===== src/rtl/mem_pkg.sv =====
// ============================================================================
// Module : mem_pkg
// Brief  : Shared FSM state encoding, access-length constants and helpers
//          for the memory access unit.
// Rev    : 1.0
// ============================================================================
`default_nettype none

package mem_pkg;

    typedef enum logic [1:0] {
        ST_IDLE  = 2'd0,
        ST_ISSUE = 2'd1,
        ST_WAIT  = 2'd2,
        ST_DONE  = 2'd3
    } state_t;

    localparam logic [2:0] LEN_B = 3'd1;
    localparam logic [2:0] LEN_H = 3'd2;
    localparam logic [2:0] LEN_W = 3'd4;

    function automatic logic len_legal(input logic [2:0] len);
        return (len == LEN_B) || (len == LEN_H) || (len == LEN_W);
    endfunction

endpackage

`default_nettype wire


===== src/rtl/mem_load_extend.sv =====
// ============================================================================
// Module : mem_load_extend
// Brief  : Sign/zero extension of assembled load data by access length.
// Rev    : 1.0
// ============================================================================
`default_nettype none

module mem_load_extend
    import mem_pkg::*;
#(
    parameter int XLEN = 32
) (
    input  logic [XLEN-1:0] i_buf,
    input  logic [2:0]      i_len,
    input  logic            i_signed,
    output logic [XLEN-1:0] o_data
);

    always_comb begin
        o_data = i_buf;
        case (i_len)
            LEN_B:   o_data = {{(XLEN-8){i_signed & i_buf[7]}}, i_buf[7:0]};
            LEN_H:   o_data = {{(XLEN-16){i_signed & i_buf[15]}}, i_buf[15:0]};
            default: o_data = i_buf;
        endcase
    end

endmodule

`default_nettype wire


===== src/rtl/mem_access_unit.sv =====
// ============================================================================
// Module : mem_access_unit
// Brief  : Pipeline MEM stage; splits 1/2/4-byte loads/stores into RAM_DW
//          beats, assembles/extends load data and stalls until complete.
//          Optional MEM_MISALIGN_TRAP_EN adds misalign_o and suppresses
//          misaligned accesses.
// Rev    : 1.0
// ============================================================================
`default_nettype none

module mem_access_unit
    import mem_pkg::*;
#(
    parameter int XLEN   = 32,
    parameter int ADDR_W = 32,
    parameter int RAM_DW = 8,
    parameter int REG_AW = 5
) (
    input  logic              clk,
    input  logic              reset,
    output logic              stall_mem,
    input  logic              load,
    input  logic              store,
    input  logic [ADDR_W-1:0] addr,
    input  logic [XLEN-1:0]   data,
    input  logic [2:0]        length,
    input  logic              signed_,
    input  logic              write_i,
    input  logic [REG_AW-1:0] regw_addr_i,
    input  logic [XLEN-1:0]   regw_data_i,
    output logic              write_o,
    output logic [REG_AW-1:0] regw_addr_o,
    output logic [XLEN-1:0]   regw_data_o,
    output logic              ram_req,
    output logic              ram_write,
    output logic [ADDR_W-1:0] ram_addr,
    output logic [RAM_DW-1:0] ram_wdata,
    output logic [2:0]        ram_length,
    input  logic [RAM_DW-1:0] ram_rdata,
    input  logic              ram_busy,
`ifdef MEM_MISALIGN_TRAP_EN
    output logic              misalign_o,
`endif
    input  logic              ram_ready
);

    localparam int         BPB     = RAM_DW / 8;
    localparam int         BPB_SH  = $clog2(BPB);
    localparam int         LANE_SH = $clog2(RAM_DW);
    localparam logic [2:0] BPB_L   = 3'(BPB);

    state_t              r_state;
    state_t              w_next;
    logic [ADDR_W-1:0]   r_addr;
    logic [XLEN-1:0]     r_data;
    logic [XLEN-1:0]     r_buf;
    logic [2:0]          r_len;
    logic [2:0]          r_beat;
    logic                r_signed;
    logic                r_is_load;
    logic [REG_AW-1:0]   r_rd;

    logic                w_mem;
    logic                w_legal;
    logic                w_mis;
    logic                w_start;
    logic [2:0]          w_last_beat;
    logic [7:0]          w_lane_sh;
    logic [XLEN-1:0]     w_ext;

    assign w_mem   = load | store;
    assign w_legal = len_legal(length);
    assign w_start = w_mem & w_legal & ~w_mis;

`ifdef MEM_MISALIGN_TRAP_EN
    always_comb begin
        case (length)
            LEN_H:   w_mis = addr[0];
            LEN_W:   w_mis = |addr[1:0];
            default: w_mis = 1'b0;
        endcase
    end
`else
    assign w_mis = 1'b0;
`endif

    // Beat index k selects byte offset k*BPB and bit lane k*RAM_DW.
    assign w_lane_sh   = 8'(r_beat) << LANE_SH;
    assign w_last_beat = (r_len > BPB_L) ? (r_len >> BPB_SH) - 3'd1 : 3'd0;
    assign ram_addr    = r_addr + (ADDR_W'(r_beat) << BPB_SH);
    assign ram_wdata   = RAM_DW'(r_data >> w_lane_sh);
    assign ram_length  = (r_len < BPB_L) ? r_len : BPB_L;

    mem_load_extend #(
        .XLEN (XLEN)
    ) u_ext (
        .i_buf    (r_buf),
        .i_len    (r_len),
        .i_signed (r_signed),
        .o_data   (w_ext)
    );

    always_ff @(posedge clk or negedge reset) begin
        if (!reset) begin
            r_state   <= ST_IDLE;
            r_addr    <= '0;
            r_data    <= '0;
            r_buf     <= '0;
            r_len     <= '0;
            r_beat    <= '0;
            r_signed  <= 1'b0;
            r_is_load <= 1'b0;
            r_rd      <= '0;
        end else begin
            r_state <= w_next;
            if (r_state == ST_IDLE && w_start) begin
                r_addr    <= addr;
                r_data    <= data;
                r_len     <= length;
                r_signed  <= signed_;
                r_is_load <= load;
                r_rd      <= regw_addr_i;
                r_beat    <= '0;
                r_buf     <= '0;
            end
            if (r_state == ST_WAIT && ram_ready) begin
                if (r_is_load)
                    r_buf <= r_buf | (XLEN'(ram_rdata) << w_lane_sh);
                if (r_beat != w_last_beat)
                    r_beat <= r_beat + 3'd1;
            end
        end
    end

    always_comb begin
        w_next      = r_state;
        stall_mem   = 1'b0;
        write_o     = 1'b0;
        regw_addr_o = '0;
        regw_data_o = '0;
        ram_req     = 1'b0;
        ram_write   = 1'b0;
`ifdef MEM_MISALIGN_TRAP_EN
        misalign_o  = 1'b0;
`endif
        case (r_state)
            ST_IDLE: begin
                if (w_start) begin
                    w_next    = ST_ISSUE;
                    stall_mem = 1'b1;
                end
                if (!w_mem) begin
                    write_o     = write_i;
                    regw_addr_o = regw_addr_i;
                    regw_data_o = regw_data_i;
                end
`ifdef MEM_MISALIGN_TRAP_EN
                misalign_o = w_mem & w_legal & w_mis;
`endif
            end
            ST_ISSUE: begin
                ram_req   = 1'b1;
                ram_write = ~r_is_load;
                stall_mem = 1'b1;
                if (!ram_busy)
                    w_next = ST_WAIT;
            end
            ST_WAIT: begin
                stall_mem = 1'b1;
                if (ram_ready)
                    w_next = (r_beat == w_last_beat) ? ST_DONE : ST_ISSUE;
            end
            ST_DONE: begin
                w_next = ST_IDLE;
                if (r_is_load) begin
                    write_o     = 1'b1;
                    regw_addr_o = r_rd;
                    regw_data_o = w_ext;
                end
            end
            default: w_next = ST_IDLE;
        endcase
        // Outputs are forced quiet for as long as reset is held.
        if (!reset) begin
            stall_mem   = 1'b0;
            write_o     = 1'b0;
            regw_addr_o = '0;
            regw_data_o = '0;
            ram_req     = 1'b0;
            ram_write   = 1'b0;
`ifdef MEM_MISALIGN_TRAP_EN
            misalign_o  = 1'b0;
`endif
        end
    end

endmodule

`default_nettype wire


===== config.mk =====
export PLATFORM = sky130hd
export DESIGN_NAME = mem_access_unit
export DESIGN_NICKNAME = d
export VERILOG_FILES = /design/src/rtl/mem_pkg.sv /design/src/rtl/mem_load_extend.sv /design/src/rtl/mem_access_unit.sv
export SDC_FILE = /design/constraint.sdc
export NUM_CORES = 1
export LEC_CHECK = 0
export ABC_AREA = 1
export ABC_CLOCK_PERIOD_IN_PS = 1800
export BUFFER_PORTS_ARGS = -buffer_cell sky130_fd_sc_hd__buf_2
export CORE_UTILIZATION = 47
export DETAILED_ROUTE_END_ITERATION = 8
export PLACE_DENSITY = 0.89
export SYNTH_ARGS = -nofsm -noshare
export SYNTH_HDL_FRONTEND = slang
export SYNTH_HIERARCHICAL = 1
export SYNTH_SLANG_ARGS = --single-unit

===== constraint.sdc =====
create_clock -name clk -period 1.8 [get_ports clk]
set_input_delay 0.36 -clock clk [delete_from_list [all_inputs] [get_ports clk]]
set_output_delay 0.36 -clock clk [all_outputs]
set_load 0.02 [all_outputs]

==> metrics.txt, run 1 <==
outcome=complete, but fails checks; failing checks=DRC, setup timing; crit path max fanout=4; clock sink total=111; initial core utilization=48.9%; Post-Place Worst Slack=-361 ps; Die Ht=120 µm; Cells after Synth=917; count of cell types in the netlist=35; clock insertion delay at the later pin of the skew report=410 ps; Pwr Total=19.4 mW; cell with the most instances after synthesis=nand2_1; Pre-antenna DRT Iters=9; FMAX=309 MHz; post-route minimum period=3230 ps; CP cell instances=fa_2 > nand2_4 > a21oi_4 > nand2_4 > nor2_4 > nand3_4 > inv_2 > nand3_2 > nand2_2 > buf_6; Synth Register Bits=111; average size of a mapped cell=7.17 µm²; initial antenna violation count=6; Top FF cell, synth=dfrtp_1; DR vias=9855; synthesized area=0.00657 mm²; Setup Skew=38.6 ps; drt total wl=42.5 mm; power per cell area=1620 mW/mm²; WHS=55.7 ps; Setup Viol. Count Final=187; CP bufs+invs=2; FF-to-FF path depth=14; Final Max Slew Viols=0; initial drt markers=1917; switching part of the total=50.4%; Worst Setup Path Type=flip-flop to output pin; via count of the first global-routing pass=8381; ranking of synthesized cells by area=dfrtp_1, nand2_1, nor2_1, a22oi_1, nand3_1; Antenna Nets Post-Route=0; pin count of the biggest net entering global routing=92; H-Tree Depth=3; CTS tree=done; Ys Warns=6; area delta synth->final=82.3%; CP Depth=10; setup repair after global routing missed its margin=true; reg2reg end=r_state[1]$_DFFE_PN0P_; detailed-placement wirelength estimate=14.2 mm; reg-to-reg setup timing slack=-690 ps; number of synthesized flops with an enable pin=0; total CTS buffers=9; VDD IR max=1460 µV; crit share post-route=180%; Req. time, crit path=1440 ps; Rel. slew slack=48.9%; Layout Nets=1363; Comb pwr share=64.7%; layout cells sized above 1=54.2%; Die Wd=120 µm; Reg power frac=23.3%; sequential share of the synthesized area=42.3%; post-synth top area cell=dfrtp_1; CP dominant cell by count=nand2_4; Max Cap Viol=0; first-pass GRT wire length=45.2 mm; Total GRT Usage=41.0%; static leakage=5.89 nW; GP Congestion=0.909; WL per Instance=30.0 µm; ys async rst share=100%; clock buffer depth=2; row count=42; setup tns final=-78430 ps; clock network fraction of total power=12.0%; critical path capture point type=output pin; Slew @ Worst Pin=765 ps; final setup margin=-1430 ps; P_sw=9.77 mW; Synth top cells by count=nand2_1, nor2_1, dfrtp_1; CP Data Arrival Time=2870 ps; final hold violations=0; global route overflow=0; Internal=9.60 mW; start of the worst register-to-register path=r_len[1]$_DFFE_PN0P_; Top Family by Delay on Critical Path=simple AND/OR/NAND/NOR gates; PortBufs=201; slowest CP cell=dfrtp_1; biggest cell delay along the critical path=630 ps; Hold WC Path Type=input pin to async pin; Vias/cell=6.95; Clk pin slew, worst setup/hold paths=120 ps; area of the core=0.0135 mm²; Synth top area share=42.3%; IO Pins=204; Residual DRC=50; Die ar.=0.0145 mm²; Critical Path Source Type=flip-flop; CTS root buf=clkbuf_16
[worst max path at each step]
stage | startpoint | to | slack (ps)
finish | r_addr[1]$_DFFE_PN0P_ | ram_addr[20] | -1430
global route | r_addr[1]$_DFFE_PN0P_ | ram_addr[20] | -1560
floorplan | r_beat[0]$_DFF_PN0_ | ram_addr[30] | -190
global placement | r_addr[0]$_DFFE_PN0P_ | ram_addr[30] | -300
detailed placement | r_beat[0]$_DFF_PN0_ | ram_addr[30] | -360
CTS | r_addr[0]$_DFFE_PN0P_ | ram_addr[30] | -670
[routing by layer]
layer	vias to the layer above	GRT usage (%)	share of wire (%)
met3	552	12.7	17
met4	12	25.0	12
met1	4463	47.4	30
met2	1277	66.4	40
li1	3551	-	-
met5	-	1.47	0.72
[power by group through the flow]
stage | clock network [mW] | logic (mW) | registers [mW]
2_1_floorplan | 0 | 4.31 | 4.08
3_3_place_gp | 0 | 6.64 | 4.03
6_report | 2.33 | 12.5 | 4.51
4_1_cts | 2.12 | 8.82 | 4.08
5_1_grt | 2.42 | 12.8 | 4.47
3_5_place_dp | 0 | 6.78 | 4.09
[logic make-up after synthesis]
family                   synth area share, %
adder cells (fa/ha/maj)                 2.21
flip-flops                              42.3
other                                 0.0570
AND/OR/NAND/NOR                         33.1
AO/OA/AOI/OAI                           10.6
buffers and inverters                   8.76
XOR/XNOR                                3.06
[placed cells by master (no fill, tap or decap), drive strengths merged, types with 5 or more instances in the layout]
cell type  count
a22oi         37
nand3b         7
xnor2          5
dfrtp        111
o21ai         42
ha            10
nor3          14
nand3         54
a21oi         41
nand2        316
nand4          6
buf          342
clkbuf        18
nor2         135
xor2          18
inv           68
[repair_timing]
action | in CTS | in global routing
pin swaps | 55 | 102
hold buffers | 1 | 0
endpoints found under the hold margin | 4 | 0
buffers inserted | 27 | 26
resized for setup | 304 | 239
gates cloned | 15 | 9
endpoints found under the setup margin | 95 | 123
[cell type report]
cell class	instances	area [µm²]
antenna	4	10.0
clock buffer	10	239
fill	492	1470
multi-input combinational	689	5010
clock inverter	6	73.8
tap	176	220
sequential	111	2780
timing repair inverter	2	18.8
timing repair buffer	352	3320
inverter	67	308
[per-stage QoR]
stage	util (%)	area, µm²	std cells
floorplan	-	7050	918
global route	89.1	12000	1416
global placement	64.8	8710	1328
finish	89.1	12000	1417
CTS	80.1	10800	1386
detailed placement	64.8	8710	1328
[sequential cells by signal, indices dropped and copies added (netlist names)]
name and cells:
r_is_load 1, r_rd 5, r_beat 3, r_state 2, r_len 3, r_buf 32
r_signed 1, r_data 32, r_addr 32
[worst reg2reg max path, cell delays in order (launching register included)]
cell	delay, ps
dfrtp_2	560
buf_6	150
buf_6	130
buf_6	140
inv_4	40
ha_4	170
inv_1	60
nand2_1	110
nand3_1	140
nand2_1	170
inv_1	150
nand4_1	220
nand2_1	200
nand2_1	100
nand2_1	80
Note: power is estimated with default switching activity, not from simulation.
==> inputs of run 2 (changes only) <==
==> constraint.sdc (replaced) <==
create_clock -name clk -period 1.8 [get_ports clk]
set_input_delay 0.27 -clock clk [delete_from_list [all_inputs] [get_ports clk]]
set_output_delay 0.27 -clock clk [all_outputs]
set_load 0.02 [all_outputs]
==> metrics.txt, run 2 (same netlist as run 1, synthesis figures left out) <==
outcome=complete, but fails checks (unchanged); failing checks=setup timing (was DRC, setup timing); final setup margin=-764 ps (was -1430 ps); power per cell area=1490 mW/mm² (was 1620 mW/mm²); most frequent cells in the layout=nand2_1, buf_2, dfrtp_1 (unchanged); Setup Viol. Count Final=97 (was 187); # diodes=0 (was 4); Clk pin slew, worst setup/hold paths=80 ps (was 120 ps); clock buffer depth=2 (unchanged); fin util=79.9% (was 89.1%); drt total wl=29.7 mm (was 42.5 mm); pin count of the biggest net entering global routing=110 (was 92); FF-to-FF path depth=12 (was 14); detailed-placement wirelength estimate=13.9 mm (was 14.2 mm); Die ar.=0.0145 mm² (unchanged); DR vias=8350 (was 9855); Setup Skew=8.47 ps (was 38.6 ps); Regs by FF count=r_addr (32), r_buf (32), r_data (32) (unchanged); crit path max fanout=5 (was 4); Slew @ Worst Pin=605 ps (was 765 ps); clock sink total=111 (unchanged); initial core utilization=48.9% (unchanged); static leakage=5.44 nW (was 5.89 nW); CTS tree=done (unchanged); Seq. cell area=0.00278 mm² (about the same); via count of the first global-routing pass=7436 (was 8381); area delta synth->final=63.5% (was 82.3%); Die Ht=120 µm (unchanged); Final Cell Area=0.0107 mm² (was 0.0120 mm²); worst setup path endpoint=ram_addr[30] (was ram_addr[20]); initial antenna violation count=3 (was 6); WL per Instance=21.5 µm (was 30.0 µm); clock insertion delay at the later pin of the skew report=370 ps (was 410 ps); crit share post-route=142% (was 180%); most common cell after layout, fill and taps aside=nand2_1 (unchanged); start of the worst register-to-register path=r_state[0]$_DFFE_PN0P_ (was r_len[1]$_DFFE_PN0P_); Worst Setup Path Type=flip-flop to output pin (unchanged); initial drt markers=1060 (was 1917); Hold WC Path Type=input pin to async pin (unchanged); Post-Place Worst Slack=-258 ps (was -361 ps); row count=42 (unchanged); Vias/cell=6.05 (was 6.95); Cells after DPL=1297 (was 1328); Max Cap Viol=0 (unchanged); critical path capture point type=output pin (unchanged); first-pass GRT wire length=36.9 mm (was 45.2 mm); Final Max Slew Viols=0 (unchanged); Antenna Nets Post-Route=0 (unchanged); total CTS buffers=9 (unchanged); reg-to-reg setup timing slack=-190 ps (was -690 ps); setup repair after global routing missed its margin=true (unchanged); Req. time, crit path=1530 ps (was 1440 ps); global route overflow=0 (unchanged); FMAX=390 MHz (was 309 MHz); Layout Nets=1331 (was 1363); H-Tree Depth=3 (unchanged); dpl cell area=0.00828 mm² (was 0.00871 mm²); number of fill cells=729 (was 492); Total GRT Usage=32.9% (was 41.0%); final hold violations=0 (unchanged); Residual DRC=0 (was 50); setup tns final=-39270 ps (was -78430 ps); VDD IR max=1290 µV (was 1460 µV); area occupied by multi-input gates=0.00425 mm² (was 0.00501 mm²); Pre-antenna DRT Iters=9 (unchanged); area of the core=0.0135 mm² (unchanged); post-route minimum period=2560 ps (was 3230 ps); Critical Path Source Type=flip-flop (unchanged); Rel. slew slack=59.7% (was 48.9%); PortBufs=201 (unchanged); Die Wd=120 µm (unchanged); final non-filler cell total=1381 (was 1417); CTS root buf=clkbuf_16 (unchanged); layout cells sized above 1=45.6% (was 54.2%); Critical path origin=r_beat[0]$_DFF_PN0_ (was r_addr[1]$_DFFE_PN0P_); GP Congestion=0.949 (was 0.909); CP Data Arrival Time=2290 ps (was 2870 ps); IO Pins=204 (unchanged); reg2reg end=r_addr[10]$_DFFE_PN0P_ (was r_state[1]$_DFFE_PN0P_)
## run 2: cell types whose count changed in the layout (fill, tap and decap cells not counted), sizes merged
cell / change
buf: -30
clkbuf: -4
clkinv: +4
clkinvlp: +1
diode: -4
inv: -1
nand3: -1
nand3b: -1
## run 2: per-layer routing
layer	routed length, µm	global-route usage (%)	share of wire (%)
met3	3370	7.59	11
met2	13800	54.3	47
met4	2240	15.0	7.6
met5	30	0	0.10
met1	10200	40.9	34
## run 2: worst max-delay path, stage by stage (launching register included)
cell,delay (ps)
dfrtp_2,410
ha_4,150
fa_2,240
nand2_4,80
a21oi_4,200
nand2_4,120
inv_2,100
nand2_4,70
nor2_4,190
nand2_1,70
nand2_1,100
nand2_2,60
buf_6,130
## run 2: through the flow
| step | power [mW] | hold slack, ps |
|---|---|---|
| after CTS | 13.9 | 96.2 |
| final | 16.0 | 75.1 |
| after global routing | 16.6 | 110 |
| after global placement | 10.1 | 104 |
| after detailed placement | 10.3 | 106 |
| after floorplan | 8.18 | -25.6 |
## run 2: what timing repair did
item	4_1_cts	5_1_grt
hold buffers	1	0
setup buffers	28	33
setup endpoints to repair	108	112
endpoints found under the hold margin	2	0
gates resized for setup	212	192
pin swaps	45	84
gates cloned	11	8
## run 2: layout make-up
cell class | instances | share of cell area [%]
Multi-Input combinational cell | 687 | 39.5
Sequential cell | 111 | 25.9
Timing Repair Buffer | 317 | 25.7
Inverter | 67 | 2.95
Clock buffer | 11 | 2.17
Tap cell | 176 | 2.05
Timing Repair inverter | 7 | 1.11
Clock inverter | 5 | 0.594
## run 2: power breakdown
group	switching, mW	internal, mW	leakage (nW)	total [mW]
combinational	5.46	4.07	3.87	9.54
clock	1.00	1.10	0.146	2.10
sequential	0.944	3.42	1.43	4.36
total	7.41	8.59	5.44	16.0
## run 2: worst min path at each step
stage | slack [ps] | endpoint | cells past startpoint | start
6_report | 80 | r_addr[4]$_DFFE_PN0P_ | 2 | reset
4_1_cts | 100 | r_data[21]$_DFFE_PN0P_ | 3 | data[21]
2_1_floorplan | -30 | r_addr[0]$_DFFE_PN0P_ | 0 | reset
3_3_place_gp | 100 | r_is_load$_DFFE_PN0P_ | 1 | reset
3_5_place_dp | 110 | r_is_load$_DFFE_PN0P_ | 1 | reset
5_1_grt | 110 | r_data[2]$_DFFE_PN0P_ | 3 | data[2]
